$ cat src/rtl/psc_trigger_rx_pkg.sv
// PSC trigger link receiver: shared constants,
// line codes and FSM state encoding.
package psc_trigger_pkg;

  localparam int FRAME_BITS  = 10;
  localparam int LOCK_COUNT  = 4;
  localparam int UNLOCK_ERRS = 3;

  localparam logic [9:0] IDLE_WORD = 10'b0011111010;
  localparam logic [9:0] TRIG_WORD = 10'b1100000101;

  typedef enum logic [1:0] {
    ST_HUNT   = 2'b00,
    ST_CHECK  = 2'b01,
    ST_LOCKED = 2'b10
  } state_e;

  function automatic logic is_code(input logic [9:0] w);
    return (w == IDLE_WORD) || (w == TRIG_WORD);
  endfunction

endpackage

$ cat src/rtl/psc_trigger_rx_if.sv
// PSC trigger link receiver: line input,
// error-clear strobe and status outputs.
interface psc_trigger_rx_if;

  logic        rx_bit;
  logic        err_clr;
  logic        locked;
  logic        trigger_out;
  logic        code_err;
  logic [15:0] err_count;

  modport master (
    output rx_bit, err_clr,
    input  locked, trigger_out,
    input  code_err, err_count
  );

  modport slave (
    input  rx_bit, err_clr,
    output locked, trigger_out,
    output code_err, err_count
  );

endinterface

$ cat src/rtl/psc_word_aligner.sv
// PSC trigger link receiver: line shift register
// and word phase counter with realign reload.
module psc_word_aligner
  import psc_trigger_pkg::*;
(
  input  logic       i_clk,
  input  logic       i_reset,
  input  logic       i_bit,
  input  logic       i_align,
  output logic [9:0] o_shreg,
  output logic       o_word_complete
);

  logic [9:0] r_shreg;
  logic [3:0] r_phase;
  logic       w_wrap;

  assign w_wrap = (r_phase == 4'(FRAME_BITS - 1));

  // Shift the line in every cycle; phase wraps 9->0
  // or restarts at 1 when the current window is a word.
  always_ff @(posedge i_clk) begin
    if (i_reset) begin
      r_shreg <= '0;
      r_phase <= '0;
    end else begin
      r_shreg <= {r_shreg[8:0], i_bit};
      if (i_align)
        r_phase <= 4'd1;
      else if (w_wrap)
        r_phase <= '0;
      else
        r_phase <= r_phase + 4'd1;
    end
  end

  assign o_shreg         = r_shreg;
  assign o_word_complete = (r_phase == 4'd0);

endmodule

$ cat src/rtl/psc_trigger_rx.sv
// PSC trigger link receiver top: lock FSM,
// good/bad word counters and registered outputs.
module psc_trigger_rx
  import psc_trigger_pkg::*;
(
  input  logic             clk,
  input  logic             reset,
  psc_trigger_rx_if.slave  bus
);

  state_e      r_state, w_state_nxt;
  logic [2:0]  r_good, w_good_nxt;
  logic [1:0]  r_bad, w_bad_nxt;
  logic        r_locked, w_locked_nxt;
  logic        r_trig, w_trig_nxt;
  logic        r_cerr, w_cerr_nxt;
  logic [15:0] r_err_count, w_err_nxt;
  logic        w_align;
  logic        w_err_inc;
  logic [9:0]  w_shreg;
  logic        w_wc;
  logic        w_valid;

  psc_word_aligner u_align (
    .i_clk           (clk),
    .i_reset         (reset),
    .i_bit           (bus.rx_bit),
    .i_align         (w_align),
    .o_shreg         (w_shreg),
    .o_word_complete (w_wc)
  );

  assign w_valid = is_code(w_shreg);

  // Register FSM state, counters and all outputs.
  always_ff @(posedge clk) begin
    if (reset) begin
      r_state     <= ST_HUNT;
      r_good      <= '0;
      r_bad       <= '0;
      r_locked    <= 1'b0;
      r_trig      <= 1'b0;
      r_cerr      <= 1'b0;
      r_err_count <= '0;
    end else begin
      r_state     <= w_state_nxt;
      r_good      <= w_good_nxt;
      r_bad       <= w_bad_nxt;
      r_locked    <= w_locked_nxt;
      r_trig      <= w_trig_nxt;
      r_cerr      <= w_cerr_nxt;
      r_err_count <= w_err_nxt;
    end
  end

  // Hunt every cycle; check and track words only
  // at word boundaries once aligned.
  always_comb begin
    w_state_nxt  = r_state;
    w_good_nxt   = r_good;
    w_bad_nxt    = r_bad;
    w_locked_nxt = r_locked;
    w_trig_nxt   = 1'b0;
    w_cerr_nxt   = 1'b0;
    w_align      = 1'b0;
    w_err_inc    = 1'b0;
    case (r_state)
      ST_HUNT: begin
        w_good_nxt = '0;
        if (w_valid) begin
          w_align     = 1'b1;
          w_good_nxt  = 3'd1;
          w_state_nxt = ST_CHECK;
        end
      end
      ST_CHECK: begin
        if (w_wc) begin
          if (w_valid) begin
            w_good_nxt = r_good + 3'd1;
            if (r_good + 3'd1 == 3'(LOCK_COUNT)) begin
              w_state_nxt  = ST_LOCKED;
              w_locked_nxt = 1'b1;
              w_bad_nxt    = '0;
            end
          end else begin
            w_good_nxt  = '0;
            w_state_nxt = ST_HUNT;
          end
        end
      end
      ST_LOCKED: begin
        if (w_wc) begin
          unique case (1'b1)
            (w_shreg == TRIG_WORD): begin
              w_trig_nxt = 1'b1;
              w_bad_nxt  = '0;
            end
            (w_shreg == IDLE_WORD): begin
              w_bad_nxt = '0;
            end
            default: begin
              w_cerr_nxt = 1'b1;
              w_err_inc  = 1'b1;
              w_bad_nxt  = r_bad + 2'd1;
              if (r_bad + 2'd1 == 2'(UNLOCK_ERRS)) begin
                w_state_nxt  = ST_HUNT;
                w_locked_nxt = 1'b0;
                w_good_nxt   = '0;
                w_bad_nxt    = '0;
              end
            end
          endcase
        end
      end
      default: begin
        w_state_nxt  = ST_HUNT;
        w_good_nxt   = '0;
        w_bad_nxt    = '0;
        w_locked_nxt = 1'b0;
      end
    endcase
  end

  // Saturating error count; a clear beats a coincident error.
  always_comb begin
    w_err_nxt = r_err_count;
    if (bus.err_clr)
      w_err_nxt = '0;
    else if (w_err_inc && (r_err_count != 16'hFFFF))
      w_err_nxt = r_err_count + 16'd1;
  end

  assign bus.locked      = r_locked;
  assign bus.trigger_out = r_trig;
  assign bus.code_err    = r_cerr;
  assign bus.err_count   = r_err_count;

endmodule

$ cat src/flat_wrapper.sv
// flat-port wrapper written by rule: the top's interface ports become plain ports
module psc_trigger_rx_flat import psc_trigger_pkg::*;
  (clk, reset, bus_rx_bit, bus_err_clr, bus_locked, bus_trigger_out, bus_code_err, bus_err_count);
  psc_trigger_rx_if bus_i ();
  input  logic clk;
  input  logic reset;
  input wire logic [$bits(bus_i.rx_bit)-1:0] bus_rx_bit;
  input wire logic [$bits(bus_i.err_clr)-1:0] bus_err_clr;
  output wire logic [$bits(bus_i.locked)-1:0] bus_locked;
  output wire logic [$bits(bus_i.trigger_out)-1:0] bus_trigger_out;
  output wire logic [$bits(bus_i.code_err)-1:0] bus_code_err;
  output wire logic [$bits(bus_i.err_count)-1:0] bus_err_count;
  assign bus_i.rx_bit = bus_rx_bit;
  assign bus_i.err_clr = bus_err_clr;
  assign bus_locked = bus_i.locked;
  assign bus_trigger_out = bus_i.trigger_out;
  assign bus_code_err = bus_i.code_err;
  assign bus_err_count = bus_i.err_count;
  psc_trigger_rx u_core (.clk(clk), .reset(reset), .bus(bus_i));
endmodule
$ cat config.mk
export PLATFORM = sky130hd
export DESIGN_NAME = psc_trigger_rx_flat
export DESIGN_NICKNAME = d
export VERILOG_FILES = /design/src/rtl/psc_trigger_rx_pkg.sv /design/src/rtl/psc_trigger_rx_if.sv /design/src/rtl/psc_word_aligner.sv /design/src/rtl/psc_trigger_rx.sv /design/src/flat_wrapper.sv
export SDC_FILE = /design/constraint.sdc
export NUM_CORES = 1
export LEC_CHECK = 0
export ABC_AREA = 1
export BUFFER_PORTS_ARGS = -buffer_cell sky130_fd_sc_hd__buf_2
export CAP_MARGIN = 0
export CORE_MARGIN = 3
export CORE_UTILIZATION = 50
export DETAILED_ROUTE_END_ITERATION = 10
export PLACE_DENSITY = 0.7
export SLEW_MARGIN = 20
export SYNTH_ARGS = -nofsm -noshare
export SYNTH_HDL_FRONTEND = slang
export SYNTH_HIERARCHICAL = 1
export SYNTH_SLANG_ARGS = --single-unit
$ cat constraint.sdc
create_clock -name clk -period 1.8 [get_ports clk]
set_input_delay 0.36 -clock clk [delete_from_list [all_inputs] [get_ports clk]]
set_output_delay 0.36 -clock clk [all_outputs]
set_load 0.05 [all_outputs]
After elaboration in Yosys (flattened, before gate mapping)
Index checks and enable logic that the tools add are counted.
Word-level totals
  memories kept: 0
  latch bits: 0
  output and inout port bits: 19
  bits in read-only memories: 0
  RAM bits: 0
  flip-flop bits (word level): 40
Operators by class
  equal/unequal tests: 16
  order comparisons: 0
  divide/modulo/power cells: 0
  multipliers: 0
  reductions and logical operators: 12
  shift operators: 0
  add/subtract/negate cells: 4
  bitwise logic cells: 3
  mux-type cells: 37
Operators with widths (count)
  two-way mux 2 bit: 13
  adder 16 x 1 -> 16 bit (second input constant): 1
  != test 16 bit (second input constant): 1
  two-way mux 1 bit: 15
  two-way mux 3 bit: 5
  one-hot mux 2 bit (3 select lines): 2
  equality test 10 bit (second input constant): 1
  equality test 10 x 8 -> 1 bit (second input constant): 1
  one-hot mux 3 bit (3 select lines): 1
  != test 2 x 1 -> 1 bit (second input constant): 4
  AND reduction 7 bit: 1
  != test 2 bit (second input constant): 3
  AND reduction 6 bit: 1
  OR reduction 3 bit: 2
  AND reduction 5 bit: 1
  adder 4 x 1 -> 4 bit (second input constant): 1
  equality test 2 bit (second input constant): 2
  equality test 4 bit (second input constant): 1
  logical NOT 4 bit: 1
  AND reduction 4 bit: 1
  OR reduction 2 bit: 2
  adder 3 x 1 -> 3 bit (second input constant): 1
  equality test 3 bit (second input constant): 1
  != test 3 bit (second input constant): 1
  7 further kinds: 9

Logic depth before layout (Yosys ltp)
Gate-level depths: netlist (run 1).
  depth in word-level cells: 6
  depth in mapped cells: 12

Modules after synthesis
The synthesis (run 1) kept the hierarchy.
By module, submodules not included
  psc_trigger_rx: seq. area each 520.5 um^2, cells each 263, area an instance 1677.9 um^2, instances 1
  psc_word_aligner: seq. area each 280.3 um^2, cells each 58, area an instance 503.0 um^2, instances 1

Worst setup path after synthesis (run 1)
Ideal clock, no wire load.
  path kind: register -> register
  from: register u_core.r_err_count[0] (netlist: u_core/bus.err_count[0])
  to: register u_core.r_err_count[6] (netlist: u_core/bus.err_count[6])
  arrival: 1.944 ns
  stages on the path, launching flop included: 11
  path slack: -0.216 ns
  library setup time: 0.071 ns
  path buffers: 1
  cell sequence: dfxtp_1 -> ha_1 -> nand2_1 -> nor2_2 -> nand2_1 -> nor2_2 -> nand2_2 -> nand2_4 -> buf_6 -> nand2_1 -> a21oi_2
On the way
  word-level cells in the longest chain between the ends: 2
RTL lines
  from (decl): RTL line psc_trigger_rx.sv:17  | logic [15:0] r_err_count, w_err_nxt;
  from (signal assigned): RTL line psc_trigger_rx.sv:52  | r_err_count <= w_err_nxt;
  branches (longest 2 deep; another with adder 16 x 1 -> 16 bit)
Several ways; the timed one is not identified.
A chain may end at the register's enable or synchronous reset.

Final worst setup path (run 1)
  from: register u_core.r_err_count[0] (netlist: u_core/bus.err_count[0])
  to: register u_core.r_err_count[1] (netlist: u_core/bus.err_count[1])
Same word-level chain as after synthesis.

==> load_flow_metrics.sql, run 1 <==
INSERT INTO impl_metrics (metric_group, metric, value, unit) VALUES
('timing', 'clock_skew', '0.00908', 'ns'),
('worst_setup_path', 'path_cells', 'ha_1 > nand2_1 > nor2_2 > nand2_1 > nor2_2 > nand2_2 > nand2_4 > inv_2 > nor2_1 > nor2_1', ''),
('route', 'dr.first_iter.drc_count', '116', ''),
('grt', 'grt_first_pass_wirelength', '7.40', 'mm'),
('worst_setup_path', 'sort_of_element_at_the_start_of_the_critical_path', 'register', ''),
('cts', 'htreeDepth', '2', ''),
('die', 'die_height', '72.0', 'um'),
('timing', 'post-route-period-util', '89.8', '%'),
('final_layout', 'share_of_post_route_cells_with_drive_strength_above_1', '21.7', '%'),
('worst_setup_path', 'timing.critical_path.slowest_cell_delay', '0.36', 'ns'),
('synthesis', 'synth_area_leaders', 'dfxtp_1 (37%), nand2_1 (13%), nor2_1 (9.3%), nand3_1 (8.3%), inv_1 (6.7%)', ''),
('die', 'rows', '23', ''),
('route', 'route.detailed.vias_per_inst', '4.89', ''),
('worst_setup_path', 'critical_path.n_buffers_inverters', '1', ''),
('cts', 'number_of_clock_buffers_inserted_by_tritoncts', '5', ''),
('final_layout', 'finalNetCount', '364', ''),
('cts', 'path_clk_slew', '0.08', 'ns'),
('route', 'detail_route.first_pass.iterations', '4', ''),
('hold_path', 'hold_class', 'primary input to register', ''),
('die', 'floorplan.initialDensity', '53.0', '%'),
('place', 'dpl.hpwl', '3.24', 'mm'),
('route', 'drc', '0', ''),
('timing', 'setup_viol_count_final', '0', ''),
('cts', 'root_buffer', 'clkbuf_8', ''),
('cts', 'clock_path_buffers', '2', ''),
('worst_setup_path', 'critPathCaptureType', 'register', ''),
('synthesis', 'yosysTopAreaCellShare', '36.7', '%'),
('route', 'dr_wl_cell', '10.8', 'um'),
('cts', 'clock_sinks', '40', ''),
('grt', 'grt_antenna_before_repair', '0', ''),
('route', 'drtAntennaViolNets', '0', ''),
('worst_setup_path', 'crit_fanout', '15', ''),
('worst_setup_path', 'slowest_stage', 'dfxtp_2', ''),
('place', 'globalplace.congestion', '0.876', ''),
('route', 'num_vias', '1981', ''),
('worst_setup_path', 'worstSetupPathType', 'register to register', ''),
('cts', 'cts_tree', 'yes', ''),
('final_layout', 'flow.area_growth_from_synthesis', '15.9', '%'),
('synthesis', 'syn_avg_cell_area', '6.79', 'um^2'),
('grt', 'first_global_vias', '1749', ''),
('place', 'placed_cells_incl_taps', '396', ''),
('die', 'core-area', '0.00412', 'mm^2'),
('final_layout', 'final_cell_count_no_fill', '405', ''),
('timing', 'slew_violations', '0', ''),
('run_status', 'outcome', 'finished clean', ''),
('final_layout', 'antenna-diode-count', '0', ''),
('grt', 'grt_max_degree', '17', ''),
('synthesis', 'synth_area', '0.00218', 'mm^2'),
('timing', 'timing_hold_violations_final', '0', ''),
('grt', 'overflow', '0', ''),
('synthesis', 'yosys_register_bits', '40', ''),
('pwr', 'p_per_area', '915', 'mW/mm^2'),
('flow_run', 'maxCapViolCount', '0', ''),
('grt', 'grt_util_all_layers', '17.7', '%'),
('worst_setup_path', 'worstPathArrival', '1.80', 'ns'),
('synthesis', 'synth-warning-count', '6', ''),
('die', 'io-pin-count', '23', ''),
('synthesis', 'seq_area_frac_synth', '36.7', '%'),
('pwr', 'cellLeakagePower', '1.09', 'nW'),
('die', 'floorplan.die.width', '72.0', 'um'),
('synthesis', 'syn_nets', '331', ''),
('place', 'buffer_ports.inserted', '22', ''),
('pwr', 'p_total', '2.31', 'mW'),
('die', 'die_footprint', '0.00519', 'mm^2'),
('timing', 'totalNegativeSetupSlack', '0', 'ns'),
('worst_setup_path', 'critical_path.top_delay_family', 'simple AND/OR/NAND/NOR gates', ''),
('cts', 'clock_latency', '0.29', 'ns'),
('cts', 'number_of_buffers_inserted_by_hold_repair_at_cts', '0', ''),
('route', 'drt-total-wl', '4.38', 'mm'),
('timing', 'slew_headroom', '59.0', '%'),
('pwr', 'vdd_ir_drop_max', '685', 'uV'),
('synthesis', 'post_synth_inst_count', '321', ''),
('synthesis', 'synth_cell_types', '23', ''),
('synthesis', 'synthDominantAreaCellType', 'dfxtp_1', ''),
('timing', 'tightestPinTransition', '0.614', 'ns'),
('timing', 'achievable_clock_frequency', '619', 'MHz'),
('timing', 'period_needed', '1.62', 'ns'),
('timing', 'rsz_0062_raised_after_global_routing', 'no', ''),
('worst_setup_path', 'worstPathRequired', '1.98', 'ns');
## kinds of logic (layout without fill, tap and decap cells)
logic type / count (synthesis) / in the layout / synth area share [%]
AND/OR/NAND/NOR: 184 / 184 / 36.7
buffers and inverters: 50 / 84 / 9.12
flip-flops: 40 / 40 / 36.7
AO/OA/AOI/OAI: 27 / 27 / 8.43
XOR/XNOR: 14 / 14 / 5.62
adder cells (fa/ha/maj): 6 / 6 / 3.44
## state kept, by name, summed over array words and instances, names as in the netlist
signal / count
u_core/bus.code_err: 1
u_core/bus.err_count: 16
u_core/u_align/o_shreg: 10
u_core/u_align/r_phase: 4
u_core/r_good: 3
u_core/r_state: 2
u_core/bus.locked: 1
u_core/bus.trigger_out: 1
u_core/r_bad: 2
## placed cells by master, fill, tap and decap left out
| cell | count |
|---|---|
| nor2_4 | 1 |
| clkbuf_8 | 5 |
| nand2_2 | 4 |
| inv_2 | 6 |
| nor2_1 | 53 |
| nand3_1 | 36 |
| o21ai_1 | 3 |
| nor2_2 | 5 |
| nor3_1 | 4 |
| nand3_2 | 2 |
| nand3b_1 | 1 |
| buf_2 | 22 |
| xnor2_1 | 5 |
| a21oi_1 | 11 |
| dfxtp_2 | 6 |
| nand2_4 | 1 |
| bufinv_16 | 1 |
| a21oi_2 | 12 |
| xor2_1 | 9 |
| inv_1 | 39 |
| dfxtp_1 | 34 |
| a21oi_4 | 1 |
| nand2_1 | 73 |
| clkinv_4 | 2 |
| nand4_1 | 4 |
| ha_1 | 6 |
| buf_4 | 9 |
## per-stage QoR
| stage | hold slack, ns | util [%] | setup slack, ns | cell area [um^2] |
|---|---|---|---|---|
| 2_1_floorplan | 0.416 | - | 0.00602 | 2190 |
| 3_3_place_gp | 0.424 | 58.1 | 0.140 | 2390 |
| 3_5_place_dp | 0.427 | 58.1 | 0.130 | 2390 |
| 4_1_cts | 0.254 | 60.9 | 0.119 | 2510 |
| 5_1_grt | 0.272 | 61.4 | 0.00312 | 2530 |
| 6_report | 0.262 | 61.4 | 0.184 | 2530 |
## final timing paths
path                                                            from                                   end  slack, ns  cells past startpoint
worst min register to register  u_core/u_align/o_shreg[0]$_SDFF_PP0_  u_core/u_align/o_shreg[1]$_SDFF_PP0_       0.45                      2
worst max register to register  u_core/bus.err_count[0]$_SDFFE_PP0P_  u_core/bus.err_count[1]$_SDFFE_PP0P_       0.18                     10
worst max-delay path            u_core/bus.err_count[0]$_SDFFE_PP0P_  u_core/bus.err_count[1]$_SDFFE_PP0P_       0.18                     10
worst min-delay path                                      bus_rx_bit  u_core/u_align/o_shreg[0]$_SDFF_PP0_       0.26                      3
## what timing repair did
action,CTS,global route
endpoints found under the setup margin,0,15
setup buffers,0,1
resized for setup,0,3
## layer usage
metal,GRT usage [%],vias up,share of wire (%)
met4,8.14,0,1.9
met1,23.8,868,50
met5,0,-,0
li1,-,1072,-
met2,27.6,33,44
met3,3.32,8,3.8
## where the power goes
part | internal, mW | switching [mW]
sequential | 0.940 | 0.0541
combinational | 0.179 | 0.401
clock | 0.417 | 0.321
total | 1.54 | 0.776
## layout make-up
type | instances | area [um^2]
fillers | 398 | 1590
multi-input cells | 231 | 1190
flip-flops and latches | 40 | 808
repair buffers | 31 | 178
inverters | 45 | 169
clock buffers | 5 | 68.8
well taps | 50 | 62.6
clock inverters | 3 | 47.5
## Yosys cell counts
master and instances:
a21oi_1 11, a21oi_2 13, buf_2 3, buf_6 1, clkbuf_1 1, dfxtp_1 40
ha_1 6, inv_1 39, inv_2 6, nand2_1 74, nand2_2 3, nand2_4 1
nand3_1 36, nand3_2 2, nand3b_1 1, nand4_1 4, nor2_1 54, nor2_2 4
nor2_4 1, nor3_1 4, o21ai_1 3, xnor2_1 5, xor2_1 9
## worst min-delay path, cell delays in order
cell    delay [ns]
buf_2         0.07
inv_1         0.03
nor2_1        0.06
No activity file was read; power rests on OpenSTA's default activity.
==> run 2, diff against run 1 <==
--- a/config.mk
+++ b/config.mk
@@ -12,6 +12,7 @@
 export CORE_UTILIZATION = 50
 export DETAILED_ROUTE_END_ITERATION = 10
 export PLACE_DENSITY = 0.7
+export RECOVER_POWER = 100
 export SLEW_MARGIN = 20
 export SYNTH_ARGS = -nofsm -noshare
 export SYNTH_HDL_FRONTEND = slang
==> run 2 against run 1 <==
Compared with the run above: worst hold slack about the same; first-iteration DRC count is 11% higher; routed wire length stayed put; final area decreased by 2.0%; sequential share of layout area rose by 0.66 points; clock skew about the same; via count is 0.30% higher; utilization decreased by 1.2 points; critical endpoint is now u_core/r_state[0]$_SDFFE_PP0P_; highest routed layer unchanged.
==> load_flow_metrics.sql, run 2 (synthesis gave the netlist of run 1 again) <==
INSERT INTO impl_metrics (metric_group, metric, value, unit) VALUES
('place', 'placed_cell_area', '0.00239', 'mm^2'),
('timing', 'clock_skew', '0.00922', 'ns'),
('final_layout', 'multiInputGateArea', '0.00117', 'mm^2'),
('grt', 'grt_antenna_before_repair', '0', ''),
('worst_setup_path', 'crit_fanout', '6', ''),
('final_layout', 'num-fill-cells', '415', ''),
('timing', 'slew_violations', '0', ''),
('die', 'floorplan.die.width', '72.0', 'um'),
('worst_setup_path', 'timing.critical_path.slowest_cell_delay', '0.35', 'ns'),
('route', 'route.detailed.vias_per_inst', '4.91', ''),
('die', 'rows', '23', ''),
('final_layout', 'post-route-util', '60.2', '%'),
('worst_setup_path', 'worstSetupPathType', 'register to register', ''),
('pwr', 'p_per_area', '925', 'mW/mm^2'),
('place', 'dpl.hpwl', '3.24', 'mm'),
('final_layout', 'finalNetCount', '364', ''),
('worst_setup_path', 'critical_path.top_delay_family', 'simple AND/OR/NAND/NOR gates', ''),
('worst_setup_path', 'sort_of_element_at_the_start_of_the_critical_path', 'register', ''),
('grt', 'grt_max_degree', '17', ''),
('cts', 'clock_path_buffers', '2', ''),
('timing', 'timing_hold_violations_final', '0', ''),
('pwr', 'netSwitchingFraction', '33.4', '%'),
('cts', 'path_clk_slew', '0.08', 'ns'),
('worst_setup_path', 'cp_num_cells', '11', ''),
('final_layout', 'final_cell_area', '0.00248', 'mm^2'),
('die', 'io-pin-count', '23', ''),
('flow_run', 'maxCapViolCount', '0', ''),
('route', 'detail_route.first_pass.iterations', '4', ''),
('worst_setup_path', 'worst-r2r-setup-slack', '0.19', 'ns'),
('timing', 'rsz_0062_raised_after_global_routing', 'no', ''),
('place', 'buffer_ports.inserted', '22', ''),
('worst_setup_path', 'critPathCaptureType', 'register', ''),
('cts', 'cts_tree', 'yes', ''),
('pwr', 'pwr-share-seq', '43.4', '%'),
('final_layout', 'flow.area_growth_from_synthesis', '13.5', '%'),
('worst_setup_path', 'critical_path.n_buffers_inverters', '3', ''),
('grt', 'grt_first_pass_wirelength', '7.40', 'mm'),
('final_layout', 'most_common_cell_after_layout_fill_and_taps_aside', 'nand2_1', ''),
('timing', 'setup_viol_count_final', '0', ''),
('pwr', 'share_of_total_power_in_combinational_logic', '24.4', '%'),
('grt', 'grt_util_all_layers', '17.7', '%'),
('timing', 'period_needed', '1.61', 'ns'),
('worst_setup_path', 'worstPathArrival', '1.80', 'ns'),
('die', 'floorplan.initialDensity', '53.0', '%'),
('pwr', 'total_switching_power', '766', 'uW'),
('pwr', 'p_total', '2.29', 'mW'),
('route', 'dr.first_iter.drc_count', '129', ''),
('final_layout', 'share_of_post_route_cells_with_drive_strength_above_1', '14.9', '%'),
('hold_path', 'min_path_cells', '3', ''),
('place', 'globalplace.congestion', '0.876', ''),
('worst_setup_path', 'slowest_stage', 'dfxtp_1', ''),
('cts', 'clock_latency', '0.29', 'ns'),
('route', 'num_vias', '1987', ''),
('final_layout', 'largest_register_ffs', '16', ''),
('run_status', 'outcome', 'finished clean', ''),
('final_layout', 'antenna-diode-count', '0', ''),
('cts', 'clock_sinks', '40', ''),
('cts', 'number_of_buffers_inserted_by_hold_repair_at_cts', '0', ''),
('cts', 'htreeDepth', '2', ''),
('timing', 'slew_headroom', '46.6', '%'),
('route', 'drc', '0', ''),
('die', 'core-area', '0.00412', 'mm^2'),
('worst_setup_path', 'worstPathRequired', '1.99', 'ns'),
('pwr', 'vdd_ir_drop_max', '686', 'uV'),
('cts', 'root_buffer', 'clkbuf_8', ''),
('die', 'die_footprint', '0.00519', 'mm^2'),
('pwr', 'cellLeakagePower', '1.00', 'nW'),
('final_layout', 'register_area', '808', 'um^2'),
('grt', 'first_global_vias', '1749', ''),
('final_layout', 'layout.cells.most_common_list', 'nand2_1 (74), nor2_1 (53), inv_1 (39)', ''),
('worst_setup_path', 'reg2reg_depth', '11', ''),
('timing', 'post-route-period-util', '89.6', '%'),
('hold_path', 'hold_class', 'primary input to register', ''),
('route', 'dr_wl_cell', '10.8', 'um'),
('grt', 'overflow', '0', ''),
('timing', 'tightestPinTransition', '0.801', 'ns'),
('pwr', 'p_clk_share', '32.2', '%'),
('pwr', 'internal_power', '1.53', 'mW'),
('cts', 'number_of_clock_buffers_inserted_by_tritoncts', '5', ''),
('die', 'die_height', '72.0', 'um'),
('worst_setup_path', 'path_cells', 'inv_1 > ha_1 > nand2_1 > nor2_2 > inv_1 > a21oi_2 > nand2_1 > inv_2 > nand3_1 > nor2_1 > nor2_1', ''),
('timing', 'totalNegativeSetupSlack', '0', 'ns'),
('timing', 'achievable_clock_frequency', '620', 'MHz'),
('route', 'drt-total-wl', '4.38', 'mm'),
('route', 'drtAntennaViolNets', '0', '');
==> run 2: final cells by class <==
cell class	instances	share of cell area, %
Clock buffer	5	2.78
Clock inverter	3	1.92
Timing Repair Buffer	31	6.11
Multi-Input combinational cell	231	47.2
Inverter	45	6.82
Tap cell	50	2.53
Sequential cell	40	32.6
==> run 2: worst register-to-register path, delay by kind of cell (launching register included) <==
kind | cells | cell delay (ns)
adder cells (fa/ha/maj) | 1 | 0.14
buffers and inverters | 3 | 0.24
AO/OA/AOI/OAI | 1 | 0.27
AND/OR/NAND/NOR | 6 | 0.53
flip-flops | 1 | 0.35
==> run 2: power groups by stage <==
stage	clock [mW]	combinational, mW	sequential (mW)
after global placement	0	0.547	1.02
after global routing	0.787	0.638	1.01
final	0.738	0.558	0.995
after detailed placement	0	0.550	1.01
after CTS	0.765	0.552	0.994
after floorplan	0	0.420	1.04
==> run 2: path summary, 6_finish.rpt <==
kind / startpoint / end
max: u_core/u_align/r_phase[0]$_SDFF_PP0_ / u_core/r_state[0]$_SDFFE_PP0P_
min: bus_rx_bit / u_core/u_align/o_shreg[0]$_SDFF_PP0_
max reg2reg: u_core/u_align/r_phase[0]$_SDFF_PP0_ / u_core/r_state[0]$_SDFFE_PP0P_
min reg2reg: u_core/u_align/o_shreg[0]$_SDFF_PP0_ / u_core/u_align/o_shreg[1]$_SDFF_PP0_
==> run 2: what timing repair did <==
item	CTS	global route
setup buffers	0	1
resized for setup	0	3
setup endpoints to repair	0	15
==> run 2: per-stage QoR <==
stage               instances  hold slack [ns]  setup slack [ns]
floorplan                 321            0.416           0.00602
global placement          396            0.424             0.140
detailed placement        396            0.427             0.130
CTS                       404            0.254             0.119
global route              405            0.272           0.00163
finish                    405            0.263             0.188
==> run 2: layer usage <==
metal | global-route usage, % | vias up | wire length, um
li1 | - | 1072 | -
met1 | 23.8 | 880 | 2200
met2 | 27.6 | 27 | 1940
met3 | 3.32 | 8 | 154
met4 | 8.14 | 0 | 82
met5 | 0 | - | 0
==> run 3, diff against run 2 <==
==> constraint.sdc (replaced) <==
create_clock -name clk -period 1.7 [get_ports clk]
set_input_delay 0.34 -clock clk [delete_from_list [all_inputs] [get_ports clk]]
set_output_delay 0.34 -clock clk [all_outputs]
set_load 0.05 [all_outputs]
==> run 3 against run 2 <==
Compared with the run above: clock-buffer cell count did not move; setup slack got worse by 0.037 ns; non-clock buffer count up 3; critical path depth fell by 2; sequential power rose by 6%; die area unchanged; clock skew down 0.0032 ns; first-iteration DRC count decreased by 35%; worst hold slack worse by 0.012 ns; maximum frequency is 4.1% higher; largest cell class unchanged; highest routed layer unchanged.
==> load_flow_metrics.sql, run 3 (synthesis gave the netlist of run 1 again) <==
INSERT INTO impl_metrics (metric_group, metric, value, unit) VALUES
('die', 'die_height', '72.0', 'um'),
('die', 'floorplan.die.width', '72.0', 'um'),
('place', 'dpl.hpwl', '3.30', 'mm'),
('cts', 'clock_path_buffers', '2', ''),
('final_layout', 'layout.cells.most_common_list', 'nand2_1 (73), nor2_1 (53), inv_1 (39)', ''),
('timing', 'slew_headroom', '51.5', '%'),
('die', 'io-pin-count', '23', ''),
('flow_run', 'maxCapViolCount', '0', ''),
('worst_setup_path', 'worstPathArrival', '1.69', 'ns'),
('grt', 'grt_first_pass_wirelength', '7.33', 'mm'),
('grt', 'grt_antenna_before_repair', '0', ''),
('worst_setup_path', 'sort_of_element_at_the_start_of_the_critical_path', 'register', ''),
('route', 'drt-total-wl', '4.23', 'mm'),
('worst_setup_path', 'reg2reg_depth', '9', ''),
('cts', 'path_clk_slew', '0.08', 'ns'),
('cts', 'number_of_clock_buffers_inserted_by_tritoncts', '5', ''),
('run_status', 'outcome', 'finished clean', ''),
('place', 'globalplace.congestion', '0.862', ''),
('timing', 'clock_skew', '0.00604', 'ns'),
('die', 'die_footprint', '0.00519', 'mm^2'),
('pwr', 'cellLeakagePower', '1.06', 'nW'),
('hold_path', 'min_path_cells', '3', ''),
('route', 'detail_route.first_pass.iterations', '5', ''),
('hold_path', 'worst_hold_startpoint', 'bus_rx_bit', ''),
('cts', 'root_buffer', 'clkbuf_8', ''),
('place', 'buffer_ports.inserted', '22', ''),
('grt', 'grt_max_degree', '17', ''),
('worst_setup_path', 'worstPathRequired', '1.84', 'ns'),
('pwr', 'p_total', '2.26', 'mW'),
('pwr', 'vdd_ir_drop_max', '918', 'uV'),
('timing', 'period_needed', '1.55', 'ns'),
('final_layout', 'antenna-diode-count', '0', ''),
('worst_setup_path', 'critPathCaptureType', 'register', ''),
('route', 'drc', '0', ''),
('timing', 'timing_hold_violations_final', '0', ''),
('timing', 'tightestPinTransition', '0.727', 'ns'),
('worst_setup_path', 'regToRegEndpoint', 'u_core/r_bad[0]$_SDFFE_PP0P_', ''),
('timing', 'post-route-period-util', '91.1', '%'),
('cts', 'post_cts_setup_buffers', '0', ''),
('grt', 'overflow', '0', ''),
('cts', 'clock_latency', '0.29', 'ns'),
('route', 'drtAntennaViolNets', '0', ''),
('final_layout', 'num-fill-cells', '392', ''),
('route', 'num_vias', '1957', ''),
('final_layout', 'largest_register_ffs', '16', ''),
('grt', 'grt_util_all_layers', '17.4', '%'),
('die', 'floorplan.initialDensity', '53.0', '%'),
('hold_path', 'hold_end', 'u_core/u_align/o_shreg[0]$_SDFF_PP0_', ''),
('final_layout', 'finalNetCount', '367', ''),
('final_layout', 'share_of_post_route_cells_with_drive_strength_above_1', '21.6', '%'),
('final_layout', 'most_common_cell_after_layout_fill_and_taps_aside', 'nand2_1', ''),
('timing', 'rsz_0062_raised_after_global_routing', 'yes', ''),
('worst_setup_path', 'worstSetupPathType', 'register to register', ''),
('final_layout', 'flow.area_growth_from_synthesis', '15.2', '%'),
('pwr', 'p_per_area', '898', 'mW/mm^2'),
('timing', 'achievable_clock_frequency', '645', 'MHz'),
('route', 'route.detailed.vias_per_inst', '4.81', ''),
('worst_setup_path', 'worst-r2r-setup-slack', '0.15', 'ns'),
('die', 'core-area', '0.00412', 'mm^2'),
('timing', 'slew_violations', '0', ''),
('timing', 'setup_viol_count_final', '0', ''),
('worst_setup_path', 'r2r_startpoint', 'u_core/r_good[0]$_SDFFE_PP0P_', ''),
('hold_path', 'hold_class', 'primary input to register', ''),
('route', 'dr.first_iter.drc_count', '84', ''),
('route', 'dr_wl_cell', '10.4', 'um'),
('cts', 'htreeDepth', '2', ''),
('worst_setup_path', 'crit_fanout', '4', ''),
('cts', 'cts_tree', 'yes', ''),
('die', 'rows', '23', ''),
('cts', 'clock_sinks', '40', ''),
('grt', 'first_global_vias', '1690', ''),
('timing', 'totalNegativeSetupSlack', '0', 'ns');
## run 3: changes by cell type in the layout (fill, tap and decap cells not counted), moves of 2 or more
cell      previous run  this run
a21oi_1             15        11
a21oi_2              9        13
buf_2                3        17
buf_4                8        11
clkbuf_1            19         6
clkinv_4             2         0
dfxtp_1             34        30
dfxtp_2              6         8
dfxtp_4              0         2
## run 3: per-layer routing
layer	up-vias	global-route usage, %	share of wire, %
met1	851	24.3	52
met3	5	4.16	3.8
li1	1071	-	-
met5	-	0	0
met2	30	26.2	43
met4	0	5.64	1.1
## run 3: critical path, cell delays in order (launching register included)
cell and delay [ns]:
dfxtp_1 0.39, ha_1 0.18, xor2_1 0.19, nand2_1 0.11, nor2_1 0.13, nand2_1 0.07
nand2_1 0.13, nand2_1 0.09, nand2_1 0.06, a21oi_1 0.05
## run 3: worst max-delay path by stage
stage                                                     from                                   end  slack [ns]  depth (start not counted)
after floorplan           u_core/bus.err_count[0]$_SDFFE_PP0P_  u_core/bus.err_count[6]$_SDFFE_PP0P_        0.02                         10
after global placement    u_core/u_align/r_phase[1]$_SDFF_PP0_         u_core/r_good[0]$_SDFFE_PP0P_        0.16                          9
after detailed placement  u_core/u_align/r_phase[1]$_SDFF_PP0_         u_core/r_good[0]$_SDFFE_PP0P_        0.10                          9
after CTS                 u_core/u_align/r_phase[1]$_SDFF_PP0_         u_core/r_good[0]$_SDFFE_PP0P_        0.09                          9
after global routing      u_core/bus.err_count[0]$_SDFFE_PP0P_  u_core/bus.err_count[0]$_SDFFE_PP0P_      -0.002                         11
final                            u_core/r_good[0]$_SDFFE_PP0P_          u_core/r_bad[0]$_SDFFE_PP0P_        0.15                          9
## run 3: final cells by class
class / instances / area [um^2] / area share, %
multi-input combinational: 231 / 1190 / 47.4
clock buffer: 5 / 68.8 / 2.74
timing repair buffer: 34 / 190 / 7.57
inverter: 45 / 169 / 6.72
sequential: 40 / 818 / 32.6
tap: 50 / 62.6 / 2.49
clock inverter: 2 / 12.5 / 0.498
## run 3: metrics by stage
stage	worst slack, ns	hold WS [ns]	instance area (um^2)	std cells	utilization [%]
floorplan	0.0224	0.402	2200	321	-
global placement	0.158	0.425	2430	400	59.1
detailed placement	0.103	0.427	2430	400	59.1
CTS	0.0873	0.236	2510	407	61.1
global route	-0.00203	0.246	2510	407	61.1
finish	0.151	0.251	2510	407	61.1
## run 3: timing repair
action / 4_1_cts / 5_1_grt
endpoints found under the setup margin: 0 / 19
hold buffers: 0 / 0
gates resized for setup: 0 / 3
## run 3: report_power, final
part | internal [mW] | switching (mW)
clock network | 0.278 | 0.316
registers | 0.994 | 0.0559
logic | 0.198 | 0.415
total | 1.47 | 0.787
